--- config.mk ---
export PLATFORM = sky130hd
export DESIGN_NAME = imem_loader
export DESIGN_NICKNAME = d
export VERILOG_FILES = /design/src/rtl/imem_loader.sv
export SDC_FILE = /design/constraint.sdc
export NUM_CORES = 1
export LEC_CHECK = 0
export ABC_AREA = 1
export BUFFER_PORTS_ARGS = -buffer_cell sky130_fd_sc_hd__buf_2
export CAP_MARGIN = 0
export CELL_PAD_IN_SITES_DETAIL_PLACEMENT = 0
export CELL_PAD_IN_SITES_GLOBAL_PLACEMENT = 1
export CORE_UTILIZATION = 36
export CTS_BUF_LIST = sky130_fd_sc_hd__clkbuf_8
export CTS_CLUSTER_DIAMETER = 80
export CTS_CLUSTER_SIZE = 30
export DETAILED_ROUTE_END_ITERATION = 8
export GPL_TIMING_DRIVEN = 0
export PLACE_DENSITY_LB_ADDON = 0.1
export SLEW_MARGIN = 10
export SYNTH_ARGS = -nofsm -noshare
export SYNTH_HDL_FRONTEND = slang
export SYNTH_SLANG_ARGS = --single-unit
--- constraint.sdc ---
create_clock -name clk -period 3.1 [get_ports clk]
set_input_delay 0.62 -clock clk [delete_from_list [all_inputs] [get_ports clk]]
set_output_delay 0.62 -clock clk [all_outputs]
set_load 0.01 [all_outputs]
--- src/rtl/imem_loader.sv ---
// imem_loader
// Boot-time loader for the word-addressed instruction RAM. The loader holds the
// processor in reset, accepts an image as a valid/ready word stream, writes it
// into the RAM starting at word 0, and then releases the processor. Once the
// processor is running, no further writes are accepted until a reload
// (ld_start) is requested.
//
// Ports:
//   clk, reset          system clock; synchronous active-high reset
//   ld_start            single-cycle (re)load request; wins over a same-cycle beat
//   ld_valid/ld_ready   beat handshake; ld_data is the word, ld_last marks the end
//   mem_we/mem_waddr/mem_wdata  registered RAM write port, one cycle after accept
//   cpu_reset           registered processor reset, low only in RUN
//   done                image loaded and processor released
//   ovf                 sticky: image filled DEPTH words with no ld_last
//   err                 sticky: checksum mismatch (tied 0 without checksum)
//   word_count          number of image words written (saturates at DEPTH)
//
// Optional feature: define IMEM_LOADER_CHECKSUM_EN to require a trailing
// checksum word (32-bit wrapping sum of the image) and to enable the CHECK and
// ERROR states.
module imem_loader #(
  parameter int DEPTH = 512,
  parameter int AW    = 9
) (
  input  logic          clk,
  input  logic          reset,
  input  logic          ld_start,
  input  logic          ld_valid,
  input  logic [31:0]   ld_data,
  input  logic          ld_last,
  output logic          ld_ready,
  output logic          mem_we,
  output logic [AW-1:0] mem_waddr,
  output logic [31:0]   mem_wdata,
  output logic          cpu_reset,
  output logic          done,
  output logic          ovf,
  output logic          err,
  output logic [AW:0]   word_count
);

`ifdef IMEM_LOADER_CHECKSUM_EN
  typedef enum logic [2:0] {S_LOAD, S_CHECK, S_DRAIN, S_RUN, S_ERROR} state_t;
`else
  typedef enum logic [2:0] {S_LOAD, S_DRAIN, S_RUN} state_t;
`endif

  state_t      state, state_next;
  logic [AW:0] addr;
  logic        accept;
  logic        at_end;
  logic        load_beat;

`ifdef IMEM_LOADER_CHECKSUM_EN
  logic [31:0] sum;
  logic        err_q;
`endif

  assign at_end     = (addr == (AW+1)'(DEPTH - 1));
  assign accept     = ld_valid && ld_ready;
  assign load_beat  = accept && (state == S_LOAD);
  assign word_count = addr;

  // Ready is kept apart from the next-state logic so that accept never feeds
  // back into the block that produces ld_ready.
  always_comb begin
    ld_ready = 1'b0;
`ifdef IMEM_LOADER_CHECKSUM_EN
    if (state == S_LOAD || state == S_CHECK) ld_ready = !ld_start;
`else
    if (state == S_LOAD) ld_ready = !ld_start;
`endif
  end

  always_comb begin
    state_next = state;
    case (state)
      S_LOAD: begin
        // Filling the last RAM word ends the image as if ld_last were seen.
        if (accept && (ld_last || at_end)) begin
`ifdef IMEM_LOADER_CHECKSUM_EN
          state_next = S_CHECK;
`else
          state_next = S_DRAIN;
`endif
        end
      end
`ifdef IMEM_LOADER_CHECKSUM_EN
      S_CHECK: begin
        if (accept) state_next = (ld_data == sum) ? S_DRAIN : S_ERROR;
      end
`endif
      S_DRAIN: state_next = S_RUN;
      default: ;
    endcase
    if (ld_start) state_next = S_LOAD;
  end

  always_ff @(posedge clk) begin
    if (reset) begin
      state     <= S_LOAD;
      addr      <= '0;
      mem_we    <= 1'b0;
      mem_waddr <= '0;
      mem_wdata <= '0;
      cpu_reset <= 1'b1;
      done      <= 1'b0;
      ovf       <= 1'b0;
`ifdef IMEM_LOADER_CHECKSUM_EN
      sum       <= '0;
      err_q     <= 1'b0;
`endif
    end else begin
      state     <= state_next;
      mem_we    <= 1'b0;
      cpu_reset <= (state_next != S_RUN);
      done      <= (state_next == S_RUN);
      if (ld_start) begin
        addr <= '0;
        ovf  <= 1'b0;
`ifdef IMEM_LOADER_CHECKSUM_EN
        sum   <= '0;
        err_q <= 1'b0;
`endif
      end else if (load_beat) begin
        // addr only advances in LOAD, which is left on the DEPTH-1 beat, so
        // it tops out at DEPTH without an explicit saturation check.
        mem_we    <= 1'b1;
        mem_waddr <= addr[AW-1:0];
        mem_wdata <= ld_data;
        addr      <= addr + 1'b1;
        if (at_end && !ld_last) ovf <= 1'b1;
`ifdef IMEM_LOADER_CHECKSUM_EN
        sum <= sum + ld_data;
`endif
      end
`ifdef IMEM_LOADER_CHECKSUM_EN
      else if (accept && state == S_CHECK && ld_data != sum) begin
        err_q <= 1'b1;
      end
`endif
    end
  end

`ifdef IMEM_LOADER_CHECKSUM_EN
  assign err = err_q;
`else
  assign err = 1'b0;
`endif

endmodule

==> summary.md <==
| Metric | Value |
|---|---|
| DRT iter0 DRCs | `between 60 and 70` |
| I/O Buffers | `between 90 and 100` |
| Chip height | `approximately 80 microns` |
| Count leader, synth | `nand2_1` |
| Fin. max-slew vios | `0` |
| Clk_lat worst skew | `about 0.32 ns` |
| CP endpoint kind | `output pin` |
| GR Overflow Total | `0` |
| Seq/Total Area, Yosys | `0.532` |
| Largest net degree at the start of global routing | `11` |
| Max Cap Viol | `0` |
| R2r setup slk | `approximately 1.6 ns` |
| Die footprint | `approximately 6400 sq um` |
| CTS Buf Count | `9` |
| Vias in the first global route | `~1900` |
| R2R Path End | `word_count[8]$_SDFFE_PP0P_` |
| Post-Route WL | `roughly 5400 microns` |
| CTS Hold Bufs | `0` |
| Largest cells by area after synthesis | `dfxtp_1 53%, nand2_1 17%, a21oi_1 11%` |
| Syn Inst Count | `approximately 290` |
| Resized cells post-CTS | `0` |
| Library cells used by synthesis | `20` |
| Hold Crit Endpoint | `mem_waddr[4]$_SDFFE_PP0P_` |
| Hold depth | `2` |
| Status | `finished clean` |
| Vias post-DR | `2107` |
| Worst-case clock buffer depth | `2` |
| Most frequent cells after synthesis | `97 x nand2_1, 58 x dfxtp_1, 50 x a21oi_1` |
| Rows | `27` |
| Drt drc | `0` |
| Worst Slack Setup Final | `about 1.4 ns` |
| Setup Total Neg Slack | `0 ns` |
| Worst vdd ir | `roughly 0.32 mV` |
| IO Pins | `94` |
| Die W | `approximately 80 microns` |
| First-pass GRT wire length | `8550 microns` |
| R2R cell count | `8` |
| Nets | `between 400 and 500` |
| CTS tree | `built` |
| Wire per inst | `between 10 and 15 microns` |
| Crit path max fanout | `3` |
| Synth top area share | `0.532` |
| Synth Net Count | `between 300 and 400` |
| Synth warn | `0` |
| DRT Pass-1 Iters | `4` |
| Gr usage total | `0.180` |
| Static Leak | `~1.4 nW` |
| Startpoint Class | `input pin` |
| H-tree levels | `3` |
| Simple-Gate Fraction of Synth Area | `0.251` |
| Main combinational cell family by area after synthesis | `simple AND/OR/NAND/NOR gates` |
| Post-synth EDFFs | `0` |
| Post-synth top flop | `dfxtp_1` |
| Post-Synth XOR/XNOR Area | `0.00401` |
| Post-CTS setup repair buffer count | `0` |
| Critical path required time | `2.48 ns` |
| Antenna diodes | `0` |
| Dominant cell type by area after synthesis | `dfxtp_1` |
| Post-Synth Adder-Cell Area | `0.00573` |
| Fraction of layout cells with a size suffix above 1 | `0.316` |
| Ys async rst share | `0` |
| Post-synthesis compound-gate area fraction | `0.126` |
| Area Growth Syn to Fin | `33.4%` |
| Final Setup Violations | `0` |
| Final period util | `0.557` |
| Clock root buffer | `clkbuf_8` |
| Mux share of post-synthesis cell area | `0` |
| Minimum clock period | `approximately 1.7 ns` |
| Worst R2R Start | `word_count[0]$_SDFFE_PP0P_` |
| Clock transition at the registers of the reported paths | `0.06 ns` |
| RSZ-0062 raised after global routing | `no` |
| Crit Path Class | `input pin to output pin` |
| Fmax | `580 MHz` |
| HP Start | `mem_waddr[4]$_SDFFE_PP0P_` |
| Via density | `around 4.5` |
| Initial antenna violation count | `0` |
| Syn avg cell area | `roughly 7.7 sq um` |
| Critical Path AT | `1.11 ns` |
| CTS sink cnt | `between 50 and 60` |
| Final hold vios | `0` |
| Antenna Violating Nets Remaining | `0` |
| Synth Cell Area | `~2200 sq um` |
| Hold Path Class | `flop to flop` |
| Pwr/cell area | `534 nW/um^2` |
| Detail Placement HPWL | `around 3800 microns` |
| Initial core utilization | `0.384` |
| Pre-CTS setup slack | `~1.4 ns` |
| Placeable Area | `5680 sq um` |
| Yosys reg bits | `a little under 60` |
| Clock skew | `~0.0052 ns` |
| Final GP Congestion | `around 0.71` |
-- cell usage in the layout, fill, tap and decap left out, drive strengths merged, types with 5 or more instances in the layout --
| cell type | n |
|---|---|
| clkbuf | 17 |
| buf | 102 |
| nand3 | 7 |
| dfxtp | 58 |
| o21ai | 5 |
| nor2 | 28 |
| inv | 19 |
| a21oi | 50 |
| nand2 | 97 |
-- critical path, cell delays in order --
cell     delay [ns]
buf_2          0.12
nor2_1         0.13
nand2_1        0.07
inv_1          0.05
buf_2          0.11
-- metal layers --
metal / vias up / track usage / share of wire / wire (microns)
li1: 1104 / - / - / -
met1: 927 / 0.237 / 0.47 / 2540
met2: 69 / 0.262 / 0.44 / 2380
met3: 7 / 0.0537 / 0.074 / 400
met4: 0 / 0.0964 / 0.014 / 73
met5: - / 0 / 0 / 0
-- kinds of logic (layout without fill, tap and decap cells) --
| family | Yosys count | count (layout) |
|---|---|---|
| and+or+nand+nor | 136 | 136 |
| DFF | 58 | 58 |
| adders and majority gates | 1 | 1 |
| AOI/OAI and AO/OA | 55 | 55 |
| other | 1 | 1 |
| xor gates and xnor gates | 1 | 1 |
| buffers and inverters | 33 | 140 |
-- metrics by stage --
stage | instances | hold slack [ns] | util | instance area [sq um] | total power [W]
3_3_place_gp | 448 | 0.447 | 0.481 | 2730 | 0.000942
3_5_place_dp | 448 | 0.451 | 0.481 | 2730 | 0.000944
2_1_floorplan | 285 | 0.462 | - | 2180 | 0.000877
5_1_grt | 464 | 0.479 | 0.513 | 2910 | 0.00163
6_report | 464 | 0.459 | 0.513 | 2910 | 0.00155
4_1_cts | 464 | 0.461 | 0.513 | 2910 | 0.00158
-- where the power goes --
group	total, W	switching (W)	internal, W	leakage (nW)
combinational	0.000144	0.0000830	0.0000611	0.792
clock	0.000629	0.000282	0.000347	0.105
sequential	0.000781	0.0000112	0.000770	0.472
total	0.00155	0.000376	0.00118	1.37
-- worst max-delay path by stage --
| stage | start | depth (start not counted) | endpoint |
|---|---|---|---|
| after global routing | ld_start | 5 | ld_ready |
| after global placement | ld_start | 5 | ld_ready |
| after detailed placement | ld_start | 5 | ld_ready |
| final | ld_start | 5 | ld_ready |
| after floorplan | ld_start | 3 | ld_ready |
| after CTS | ld_start | 5 | ld_ready |
-- state kept, by name, summed over array words and instances (netlist names) --
| register | flops |
|---|---|
| mem_wdata | 32 |
| ovf | 1 |
| done | 1 |
| mem_waddr | 9 |
| mem_we | 1 |
| cpu_reset | 1 |
| word_count | 10 |
| state | 3 |
-- layout make-up --
| type | instances | area, sq um |
|---|---|---|
| clock buffers | 12 | 165 |
| inverters | 17 | 63.8 |
| repair buffers | 91 | 455 |
| clock inverters | 4 | 17.5 |
| fillers | 588 | 2770 |
| flip-flops and latches | 58 | 1160 |
| plain buffers | 16 | 109 |
| well taps | 72 | 90.1 |
| multi-input cells | 194 | 848 |
No activity file was read; power rests on OpenSTA's default activity.
